### src/rtl/bin2bcd_seq_if.sv
// Start/done handshake bundle for the iterative binary-to-BCD converter.
// The master drives the request and operand; the slave returns status and result.
interface bin2bcd_seq_if #(
    parameter int WIDTH  = 8,
    parameter int DIGITS = 3
);
    logic                  start;
    logic [WIDTH-1:0]      bin;
    logic                  busy;
    logic                  done;
    logic [4*DIGITS-1:0]   bcd;

    modport master (output start, bin, input busy, done, bcd);
    modport slave  (input start, bin, output busy, done, bcd);
endinterface

### src/rtl/bin2bcd_seq.sv
// Iterative double-dabble binary-to-BCD converter, one shift per clock.
// Optional leading-zero blanking (digits above the top nonzero one become 4'hF) when BIN2BCD_BLANK_EN is defined.
module bin2bcd_seq #(
    parameter int WIDTH  = 8,
    parameter int DIGITS = 3
) (
    input  logic            clk,
    input  logic            rst_n,
    bin2bcd_seq_if.slave    bus
);

    localparam int CW = $clog2(WIDTH + 1);
    localparam int BW = 4 * DIGITS;

    function automatic longint unsigned pow10(input int n);
        longint unsigned r;
        r = 64'd1;
        for (int i = 0; i < n; i++) begin
            r = r * 64'd10;
        end
        return r;
    endfunction

    if (pow10(DIGITS) <= ((64'd1 << WIDTH) - 64'd1)) begin : g_digitsCheck
        $error("bin2bcd_seq: DIGITS=%0d too small for WIDTH=%0d", DIGITS, WIDTH);
    end

    typedef enum logic {
        IDLE  = 1'b0,
        SHIFT = 1'b1
    } state_t;

    state_t            r_state;
    state_t            w_nextState;
    logic [WIDTH-1:0]  r_shiftReg;
    logic [BW-1:0]     r_scratch;
    logic [CW-1:0]     r_count;
    logic [BW-1:0]     r_bcd;
    logic              r_done;

    logic              w_busy;
    logic              w_capture;
    logic              w_shiftEn;
    logic              w_lastShift;
    logic [BW-1:0]     w_adjusted;
    logic [BW-1:0]     w_scratchNext;
    logic [WIDTH-1:0]  w_shiftNext;
    logic [BW-1:0]     w_loadValue;

    assign w_lastShift = (r_count == CW'(1));

    always_ff @(posedge clk or negedge rst_n) begin
        if (!rst_n) begin
            r_state <= IDLE;
        end else begin
            r_state <= w_nextState;
        end
    end

    always_comb begin
        w_nextState = r_state;
        case (r_state)
            IDLE:    if (bus.start)   w_nextState = SHIFT;
            SHIFT:   if (w_lastShift) w_nextState = IDLE;
            default: w_nextState = IDLE;
        endcase
    end

    always_comb begin
        w_busy    = (r_state == SHIFT);
        w_capture = (r_state == IDLE) && bus.start;
        w_shiftEn = (r_state == SHIFT);
    end

    // Add-3 correction happens before the shift so each digit stays 0..9 after doubling.
    always_comb begin
        w_adjusted = r_scratch;
        for (int i = 0; i < DIGITS; i++) begin
            if (r_scratch[4*i +: 4] >= 4'd5) begin
                w_adjusted[4*i +: 4] = r_scratch[4*i +: 4] + 4'd3;
            end
        end
    end

    assign w_scratchNext = {w_adjusted[BW-2:0], r_shiftReg[WIDTH-1]};
    assign w_shiftNext   = r_shiftReg << 1;

`ifdef BIN2BCD_BLANK_EN
    logic w_seenNonZero;

    // Scan from the top digit down; digit 0 is always shown so zero reads as "0".
    always_comb begin
        w_loadValue   = w_scratchNext;
        w_seenNonZero = 1'b0;
        for (int i = DIGITS - 1; i >= 1; i--) begin
            if (w_scratchNext[4*i +: 4] != 4'd0) begin
                w_seenNonZero = 1'b1;
            end
            if (!w_seenNonZero) begin
                w_loadValue[4*i +: 4] = 4'hF;
            end
        end
    end
`else
    assign w_loadValue = w_scratchNext;
`endif

    always_ff @(posedge clk or negedge rst_n) begin
        if (!rst_n) begin
            r_shiftReg <= '0;
            r_scratch  <= '0;
            r_count    <= '0;
            r_bcd      <= '0;
            r_done     <= 1'b0;
        end else begin
            r_done <= 1'b0;
            if (w_capture) begin
                r_shiftReg <= bus.bin;
                r_scratch  <= '0;
                r_count    <= CW'(WIDTH);
            end else if (w_shiftEn) begin
                r_shiftReg <= w_shiftNext;
                r_scratch  <= w_scratchNext;
                r_count    <= r_count - CW'(1);
                if (w_lastShift) begin
                    r_bcd  <= w_loadValue;
                    r_done <= 1'b1;
                end
            end
        end
    end

    assign bus.busy = w_busy;
    assign bus.done = r_done;
    assign bus.bcd  = r_bcd;

endmodule

### src/flat_wrapper.sv
// flat-port wrapper written by rule: the top's interface ports become plain ports
module bin2bcd_seq_flat 
#(
    parameter int WIDTH  = 8,
    parameter int DIGITS = 3
)
  (clk, rst_n, bus_start, bus_bin, bus_busy, bus_done, bus_bcd);
  bin2bcd_seq_if #(.WIDTH(WIDTH), .DIGITS(DIGITS)) bus_i ();
  input  logic clk;
  input  logic rst_n;
  input wire logic [$bits(bus_i.start)-1:0] bus_start;
  input wire logic [$bits(bus_i.bin)-1:0] bus_bin;
  output wire logic [$bits(bus_i.busy)-1:0] bus_busy;
  output wire logic [$bits(bus_i.done)-1:0] bus_done;
  output wire logic [$bits(bus_i.bcd)-1:0] bus_bcd;
  assign bus_i.start = bus_start;
  assign bus_i.bin = bus_bin;
  assign bus_busy = bus_i.busy;
  assign bus_done = bus_i.done;
  assign bus_bcd = bus_i.bcd;
  bin2bcd_seq #(.WIDTH(WIDTH), .DIGITS(DIGITS)) u_core (.clk(clk), .rst_n(rst_n), .bus(bus_i));
endmodule
### config.mk
export PLATFORM = sky130hd
export DESIGN_NAME = bin2bcd_seq_flat
export DESIGN_NICKNAME = d
export VERILOG_FILES = /design/src/rtl/bin2bcd_seq_if.sv /design/src/rtl/bin2bcd_seq.sv /design/src/flat_wrapper.sv
export SDC_FILE = /design/constraint.sdc
export NUM_CORES = 1
export LEC_CHECK = 0
export ABC_AREA = 1
export CORE_MARGIN = 8
export CORE_UTILIZATION = 48
export CTS_CLUSTER_DIAMETER = 120
export CTS_CLUSTER_SIZE = 24
export DETAILED_ROUTE_END_ITERATION = 6
export GPL_ROUTABILITY_DRIVEN = 1
export GPL_TIMING_DRIVEN = 0
export PLACE_DENSITY_LB_ADDON = 0.1
export SLEW_MARGIN = 20
export SYNTH_ARGS = -nofsm -noshare
export SYNTH_HDL_FRONTEND = slang
export SYNTH_SLANG_ARGS = --single-unit
export TNS_END_PERCENT = 1
### constraint.sdc
create_clock -name clk -period 1.11 [get_ports clk]
set_input_delay 0.222 -clock clk [delete_from_list [all_inputs] [get_ports clk]]
set_output_delay 0.222 -clock clk [all_outputs]
set_load 0.02 [all_outputs]
==> flow_metrics.py <==
metrics = {
    "outcome": {
        "outcome": "finished, violations left",
        "violations": "negative setup slack",
    },
    "clock_tree": {
        "clkLatencyLatePin_ps": 290,
        "clock-sinks": 38,
        "clockBufferDepth": 2,
        "clockRootBuffer": "clkbuf_8",
        "clkTransAtPathRegs_ps": 80,
        "htreeDepth": 2,
        "cts_tree": "done",
        "cts-buffers-inserted": 5,
    },
    "route": {
        "drt-initial-drc-count": 75,
        "drt_wl_total_um": 4481,
        "drt_first_pass_iters": 4,
        "viasPerCell": 5.208,
        "wl_per_cell_um": 14.55,
        "antenna_left": 0,
        "drc_errors": 0,
        "vias": 1604,
    },
    "floorplan": {
        "core_area_sq_um": 3661,
        "start_util_pct": 50.14,
        "num_io_pins": 25,
        "die_y_um": 77.84,
        "rows": 22,
        "die_area_sq_um": 6059,
        "die_w_um": 77.84,
    },
    "sta": {
        "finalWorstSetupSlack_ps": -114.0,
        "finalHoldViolCount": 0,
        "rsz0062_at_grt": "true",
        "fin_skew_ps": 4.902,
        "report.final.slew_viol_count": 0,
        "post-route-period-util_pct": 110.3,
        "finalSetupViolations": 23,
        "layout_min_cycle_time_ps": 1224,
        "tightestPinTransition_ps": 338.3,
        "slew_headroom_pct": 77.45,
        "fmax_mhz": 817.0,
    },
    "global_route": {
        "first_global_vias": 1663,
        "grt_overflow_total": 0,
        "grt_pass1_wl_um": 7617,
        "grt_util_all_layers_pct": 15.45,
        "grt_max_degree": 27,
        "antenna_found_initial": 0,
    },
    "place": {
        "placed_cells": 285,
        "place_congestion": 0.8952,
        "dp_hpwl_um": 2702,
        "portBuffers": 24,
    },
    "worst_setup_path": {
        "endpoint_kind": "flop",
        "critPathMaxFanout": 4,
        "worst_setup_path_start_kind": "flop",
        "required_ps": 1290,
        "setup.worst_path.class": "flop to flop",
        "crit_arrival_ps": 1410,
    },
    "logic_synthesis": {
        "ys_types": 20,
        "yosysSeqAreaShare_pct": 51.81,
        "yosysTopAreaCellShare_pct": 51.81,
        "synth_nets": 231,
        "synth.area.top_cells": "dfrtp_1, nand2_1, ha_1",
        "synth_area_per_cell_sq_um": 8.658,
        "synthesis.area_sq_um": 1836,
        "ys_ff_latch": 38,
        "yosys_warnings": 0,
        "syn_inst": 212,
        "yosys.area.top_type": "dfrtp_1",
    },
    "layout": {
        "nNetsFinal": 278,
        "area_growth_pct": 36.06,
        "final_layout_size_suffix_gt1_share_pct": 35.38,
        "n_antenna_cell": 0,
        "finalNonFillerCells": 308,
        "utilization_pct": 68.22,
    },
    "job": {
        "maxCapViolCount": 0,
    },
    "power_and_ir_drop": {
        "ir_drop_mv": 1.573,
        "leakage_uw": 0.001232,
        "pwr_density_cell_nw_per_um2": 3145,
    },
    "min_path": {
        "hp-class": "input pin to async pin",
    },
}
[where the power goes]
group / internal, uW / switching [uW] / total (uW)
logic: 1810 / 2560 / 4380
registers: 2040 / 456 / 2490
clock network: 501 / 481 / 982
total: 4350 / 3500 / 7860
[state kept, by name, indices dropped and copies added (netlist names)]
name               flops
u_core.bus.busy        1
u_core.bus.bcd        12
u_core.bus.done        1
u_core.r_count         4
u_core.r_shiftReg      8
u_core.r_scratch      12
[path summary, 6_finish.rpt]
path	from	endpoint	slack, ps	cells after the start
hold reg to reg	u_core.bus.bcd[4]	u_core.bus.bcd[4]	480	2
setup / recovery	u_core.r_scratch[1]	u_core.r_scratch[2]	-110	7
hold / removal	rst_n	u_core.r_scratch[11]	360	2
min in group clk	u_core.bus.bcd[4]	u_core.bus.bcd[4]	480	2
max in group asynchronous	rst_n	u_core.r_scratch[4]	290	3
setup reg to reg	u_core.r_scratch[1]	u_core.r_scratch[2]	-110	7
[per-stage QoR]
stage / TNS (ps) / worst slack [ps] / total power (uW) / hold slack [ps] / instance area (sq um)
floorplan: -312.4 / -38.98 / 4737 / -73.59 / 1842
global placement: -47730 / -1243 / 5728 / 463.6 / 2142
detailed placement: -6111 / -229.3 / 5826 / 140.5 / 2157
CTS: -935.1 / -65.07 / 7252 / 364.0 / 2369
global route: -3244 / -184.3 / 8500 / 393.3 / 2497
finish: -1323 / -114.0 / 7855 / 362.6 / 2497
[critical path, stage by stage (launching register included)]
cell and delay [ps]:
dfrtp_1 390, inv_2 100, ha_4 150, inv_2 40
nand2_4 90, nand4_1 160, nand3_1 120, nand2_1 60
[cell families after synthesis]
logic type | Yosys count | synth area share, %
flip-flops | 38 | 51.81
AO/OA/AOI/OAI | 28 | 9.066
adder cells (fa/ha/maj) | 8 | 5.454
AND/OR/NAND/NOR | 106 | 25.09
buffers and inverters | 32 | 8.589
[timing repair]
item                                    in CTS  in global routing
buffers inserted                             8                  6
pin swaps                                   10                 12
endpoints found under the hold margin       12                  0
hold buffers                                 1                  0
gates resized for setup                     93                 27
endpoints found under the setup margin      46                 35
[layout by cell type, fill, tap and decap left out, drive strengths merged]
cell and n:
dlygate4sd3 1, nand4 5, nand2 75, o22ai 4, o221ai 3, nand3 20
buf 36, o211ai 4, dfrtp 38, inv 25, clkinv 2, clkbuf 7
clkdlybuf4s50 9, nor2 6, a21oi 1, o21ai 16, ha 8
[layer usage]
| layer | wire length, um | global-route usage [%] | vias up | part of all wire [%] |
|---|---|---|---|---|
| met3 | 178 | 3.571 | 10 | 4.0 |
| li1 | - | - | 789 | - |
| met2 | 2295 | 25.15 | 36 | 51 |
| met4 | 116 | 8.302 | 0 | 2.6 |
| met1 | 1890 | 18.49 | 769 | 42 |
| met5 | 0 | 0 | - | 0 |
[Yosys cell counts (all sizes together)]
master / count
o22ai: 4
a21oi: 1
o21ai: 16
buf: 6
nor2: 6
inv: 26
nand2: 75
nand3: 20
dfrtp: 38
o211ai: 4
ha: 8
nand4: 5
o221ai: 3
[layout make-up]
class	instances	area, sq um
Buffer	6	73.82
Clock buffer	7	86.33
Clock inverter	1	5.005
Fill cell	276	1164
Inverter	26	110.1
Multi-Input combinational cell	142	908.4
Sequential cell	38	953.4
Tap cell	48	60.06
Timing Repair Buffer	40	300.3
(Power assumes the default switching activity.)
==> RTL edit 1: new RTL, config.mk and constraints unchanged <==
Add a define of `BIN2BCD_BLANK_EN`.
--- a/src/rtl/bin2bcd_seq.sv
+++ b/src/rtl/bin2bcd_seq.sv
@@ -1,5 +1,7 @@
 // Iterative double-dabble binary-to-BCD converter, one shift per clock.
 // Optional leading-zero blanking (digits above the top nonzero one become 4'hF) when BIN2BCD_BLANK_EN is defined.
+`define BIN2BCD_BLANK_EN
+
 module bin2bcd_seq #(
     parameter int WIDTH  = 8,
     parameter int DIGITS = 3
Function: changed (Yosys sat finds a counterexample within 10 cycles, from zero or initial values and one cycle with rst_n low).
==> RTL edit 1 against the unedited design <==
- the run still ends with negative setup slack left
- sequential power is 2% lower
- wire length decreased by 4.9%
- area after synthesis grew 1.6%
- design area increased by 0.30%
- total power rose by 4.2%
- die area rose by 1.3%
- sequential cell count is the same
- setup slack got worse by 290 ps
- critical endpoint is now u_core.bus.bcd[5]
- largest power group unchanged
==> RTL edit 1: results (changes against the unedited design) <==
- First-pass GRT wire length: 7783 um (+2.2%)
- Worst stage delay on the critical path: 420 ps (+30 ps)
- Setup TNS: -5383 ps (-4060 ps)
- Netlist cell types: 28 (+40%)
- DP Wirelength: 2974 um (+10%)
- Fin Clk Skew: 5.315 ps (+0.4129 ps)
- Failing checks: negative setup slack
- Top post-synthesis cells by count: nand2_1, dfrtp_1, nor2_1
- Pwr/cell area: 3267 mW/mm^2 (+3.9%)
- Share of post-route cells with drive strength above 1: 0.3488 (-0.005009)
- Hold WS: 425.4 ps (+62.79 ps)
- Vias per Instance: 5.235 (+0.53%)
- Filler cells: 308 (+12%)
- Iter 0 DRT Violations: 84 (+12%)
- Max-slew headroom: 0.6792 (-0.09532)
- LEAKAGE: 1.162 nW (-5.6%)
- Final-report setup violation count: 26 (+13%)
- Syn_nets: 233 (+0.87%)
- Seq/Total Area, Yosys: 0.5097 (-0.008339)
- # nets final: 277 (-0.36%)
- Post-route setup slack: -401.2 ps (-287.1 ps)
- Status: finished with violations
- Routability cong.: 0.8319 (-7.1%)
- Data arrival time of the worst path: 1730 ps (+320 ps)
- Dpl cell area: 0.002236 mm^2 (+3.7%)
- Worst ir drop on vdd: 0.001178 V (-25%)
[RTL edit 1: cell types whose count changed after synthesis, sizes merged, moves of 5 or more]
cell,unedited run,this run
o22ai,4,12
a21oi,1,6
nand3,20,6
nand2,75,49
nor2,6,32
[RTL edit 1: what timing repair did]
item                       CTS  global route
buffers inserted            10             1
setup endpoints to repair   51            38
resized for setup           80            17
hold endpoints to repair    17             0
pin swaps                    8             0
hold buffers                 1             0
[RTL edit 1: per-layer routing]
layer,vias to the layer above,part of all wire,global-route usage
met5,-,0,0
met1,764,0.45,0.1852
met4,0,0.017,0.06481
met2,44,0.48,0.2486
li1,784,-,-
met3,10,0.050,0.05581
[RTL edit 1: logic make-up (layout without fill, tap and decap cells)]
family	Yosys count	in the layout	synth area share
DFF	38	38	0.5097
xor gates and xnor gates	1	1	0.004696
buffers and inverters	33	77	0.07244
adders and majority gates	8	8	0.05366
and+or+nand+nor	93	93	0.2260
AOI/OAI and AO/OA	41	41	0.1335
[RTL edit 1: final timing paths]
check,to,cells past startpoint
max,u_core.bus.bcd[5],10
max in group asynchronous,u_core.r_scratch[3],3
max reg2reg,u_core.bus.bcd[5],10
min reg2reg,u_core.bus.bcd[0],2
min in group clk,u_core.r_shiftReg[5],3
min,u_core.bus.bcd[7],2
[RTL edit 1: final cells by class]
type / count / area [um^2] / area share
sequential: 38 / 950.9 / 0.3796
multi-input combinational: 143 / 912.1 / 0.3641
timing repair buffer: 37 / 289.0 / 0.1154
inverter: 28 / 120.1 / 0.04795
clock buffer: 6 / 82.58 / 0.03297
buffer: 5 / 60.06 / 0.02398
tap: 48 / 60.06 / 0.02398
clock inverter: 1 / 30.03 / 0.01199
==> RTL edit 2: new RTL, same settings <==
Without the edit above. Make the reset (`rst_n`) synchronous in 2 clocked blocks.
--- a/src/rtl/bin2bcd_seq.sv
+++ b/src/rtl/bin2bcd_seq.sv
@@ -49,7 +49,7 @@
 
     assign w_lastShift = (r_count == CW'(1));
 
-    always_ff @(posedge clk or negedge rst_n) begin
+    always_ff @(posedge clk) begin
         if (!rst_n) begin
             r_state <= IDLE;
         end else begin
@@ -105,7 +105,7 @@
     assign w_loadValue = w_scratchNext;
 `endif
 
-    always_ff @(posedge clk or negedge rst_n) begin
+    always_ff @(posedge clk) begin
         if (!rst_n) begin
             r_shiftReg <= '0;
             r_scratch  <= '0;
Check against the original RTL: differs if rst_n is asserted again (counterexample within 4 cycles, from zero or initial values and one cycle with rst_n low); with rst_n held inactive, the same outputs for 10 cycles.
==> RTL edit 2 against the unedited design <==
- synthesized cell count grew 26%
- area after synthesis up 2.5%
- global-route usage is 0.83 points lower
- design area rose by 1.3%
- setup slack gained 58 ps
- wire length grew 2.3%
- the run still ends with negative setup slack left
- sequential share of layout area decreased by 7.4 points
- sequential cell count did not move
- highest routed layer unchanged
- core utilization down 0.14 points
Power is not compared: it rests on default switching activity, and its combinational part moved more than twofold at a synthesized area within 25%.
==> RTL edit 2: results (changes against the unedited design) <==
- Post-Place Setup Slack: -510.4 ps (-281.0 ps)
- Top cells by area, synth: dfxtp_1, nand2_1, inv_1, ha_1, nand3_1
- GR Util All Layers: 0.1462 (-0.008320)
- Via count: 1774 (+11%)
- Slowest cell on crit path: dfxtp_2
- Netlist cell types: 22 (+10%)
- Placed insts: 338 (+19%)
- Worst stage delay on the critical path: 340 ps (-50 ps)
- Port-buffer cells: 23 (-4.2%)
- Iter 0 DRT Violations: 93 (+24%)
- Filler cells: 336 (+22%)
- # nets final: 329 (+18%)
- Top post-synthesis cells by count: nand2_1, dfxtp_1, inv_1
- HP Class: input pin to flip-flop
- Final Non-Filler Cells: 359 (+17%)
- Max-slew headroom: 0.8568 (+0.08236)
- Fin Clk Skew: 3.847 ps (-1.056 ps)
- Post-synthesis xor/xnor area fraction: 0.004654 (+0.004654)
- Status: finished with violations
- Final-report setup violation count: 14 (-39%)
- Routed wire length: 4584 um (+2.3%)
- Adder-cell share of the synthesized area: 0.05319 (-0.001342)
- Routability cong.: 0.8587 (-4.1%)
- Main synth FF type: dfxtp_1
- Post-route setup slack: -55.96 ps (+58.09 ps)
- First-pass GRT wire length: 7238 um (-5.0%)
- Seq/Total Area, Yosys: 0.4043 (-0.1138)
- Syn Area/Cell: 7.048 um^2 (-19%)
- Failing checks: negative setup slack
- Pin count of the biggest net entering global routing: 12 (-56%)
- Syn_nets: 286 (+24%)
## RTL edit 2: routing by layer
metal | share of wire | up-vias | global-route usage
met4 | 0.019 | 0 | 0.07222
met2 | 0.49 | 47 | 0.2312
met3 | 0.048 | 8 | 0.04556
met1 | 0.44 | 802 | 0.1750
li1 | - | 917 | -
met5 | 0 | - | 0
## RTL edit 2: metrics by stage
| stage | utilization | area [um^2] | hold WS (ps) | total power [mW] |
|---|---|---|---|---|
| 2_1_floorplan | - | 1886 | 364.5 | 1.809 |
| 3_3_place_gp | 0.5855 | 2176 | 434.4 | 1.927 |
| 3_5_place_dp | 0.5855 | 2176 | 439.4 | 1.933 |
| 4_1_cts | 0.6317 | 2347 | 215.8 | 3.090 |
| 5_1_grt | 0.6808 | 2530 | 239.4 | 3.293 |
| 6_report | 0.6808 | 2530 | 223.7 | 3.133 |
## RTL edit 2: final cells by class
| class | instances | area, um^2 | area share |
|---|---|---|---|
| plain buffers | 8 | 78.83 | 0.03116 |
| clock buffers | 8 | 110.1 | 0.04352 |
| inverters | 40 | 162.7 | 0.06429 |
| multi-input cells | 181 | 1049 | 0.4144 |
| flip-flops and latches | 38 | 778.2 | 0.3076 |
| well taps | 48 | 60.06 | 0.02374 |
| repair buffers | 36 | 291.5 | 0.1152 |
## RTL edit 2: worst max-delay path by stage
stage	slack, ps	endpoint	startpoint
after floorplan	-10	u_core.bus.bcd[3]	u_core.r_count[1]
after global placement	-500	u_core.r_scratch[2]	bus_start
after detailed placement	-510	u_core.r_scratch[4]	bus_start
after CTS	-60	u_core.r_scratch[5]	u_core.r_scratch[4]
after global routing	-130	u_core.r_scratch[5]	u_core.r_scratch[5]
final	-60	u_core.r_scratch[5]	u_core.r_scratch[5]
## RTL edit 2: report_power, final
group	leakage, nW	internal [mW]	total, mW	switching, mW
clock network	0.0575	0.627	1.11	0.482
logic	0.924	0.244	0.550	0.306
registers	0.314	1.42	1.47	0.0496
## RTL edit 2: kinds of logic (layout without fill, tap and decap cells)
family / after synthesis / count (layout)
flip-flops: 38 / 38
XOR/XNOR: 1 / 1
AO/OA/AOI/OAI: 26 / 26
buffers and inverters: 48 / 92
adder cells (fa/ha/maj): 8 / 8
AND/OR/NAND/NOR: 146 / 146
## RTL edit 2: timing repair
item,in CTS,in global routing
buffers inserted,5,6
cloned,2,0
resized for setup,83,37
pin swaps,4,9
endpoints found under the setup margin,47,35
## RTL edit 2: worst register-to-register path: stages (launching register included)
cell and delay, ps:
dfxtp_2 340, inv_2 60, ha_1 190, nand2_2 110, nand3_2 120, nand2_2 100, nand3_1 70, nand2_1 60
inv_1 30
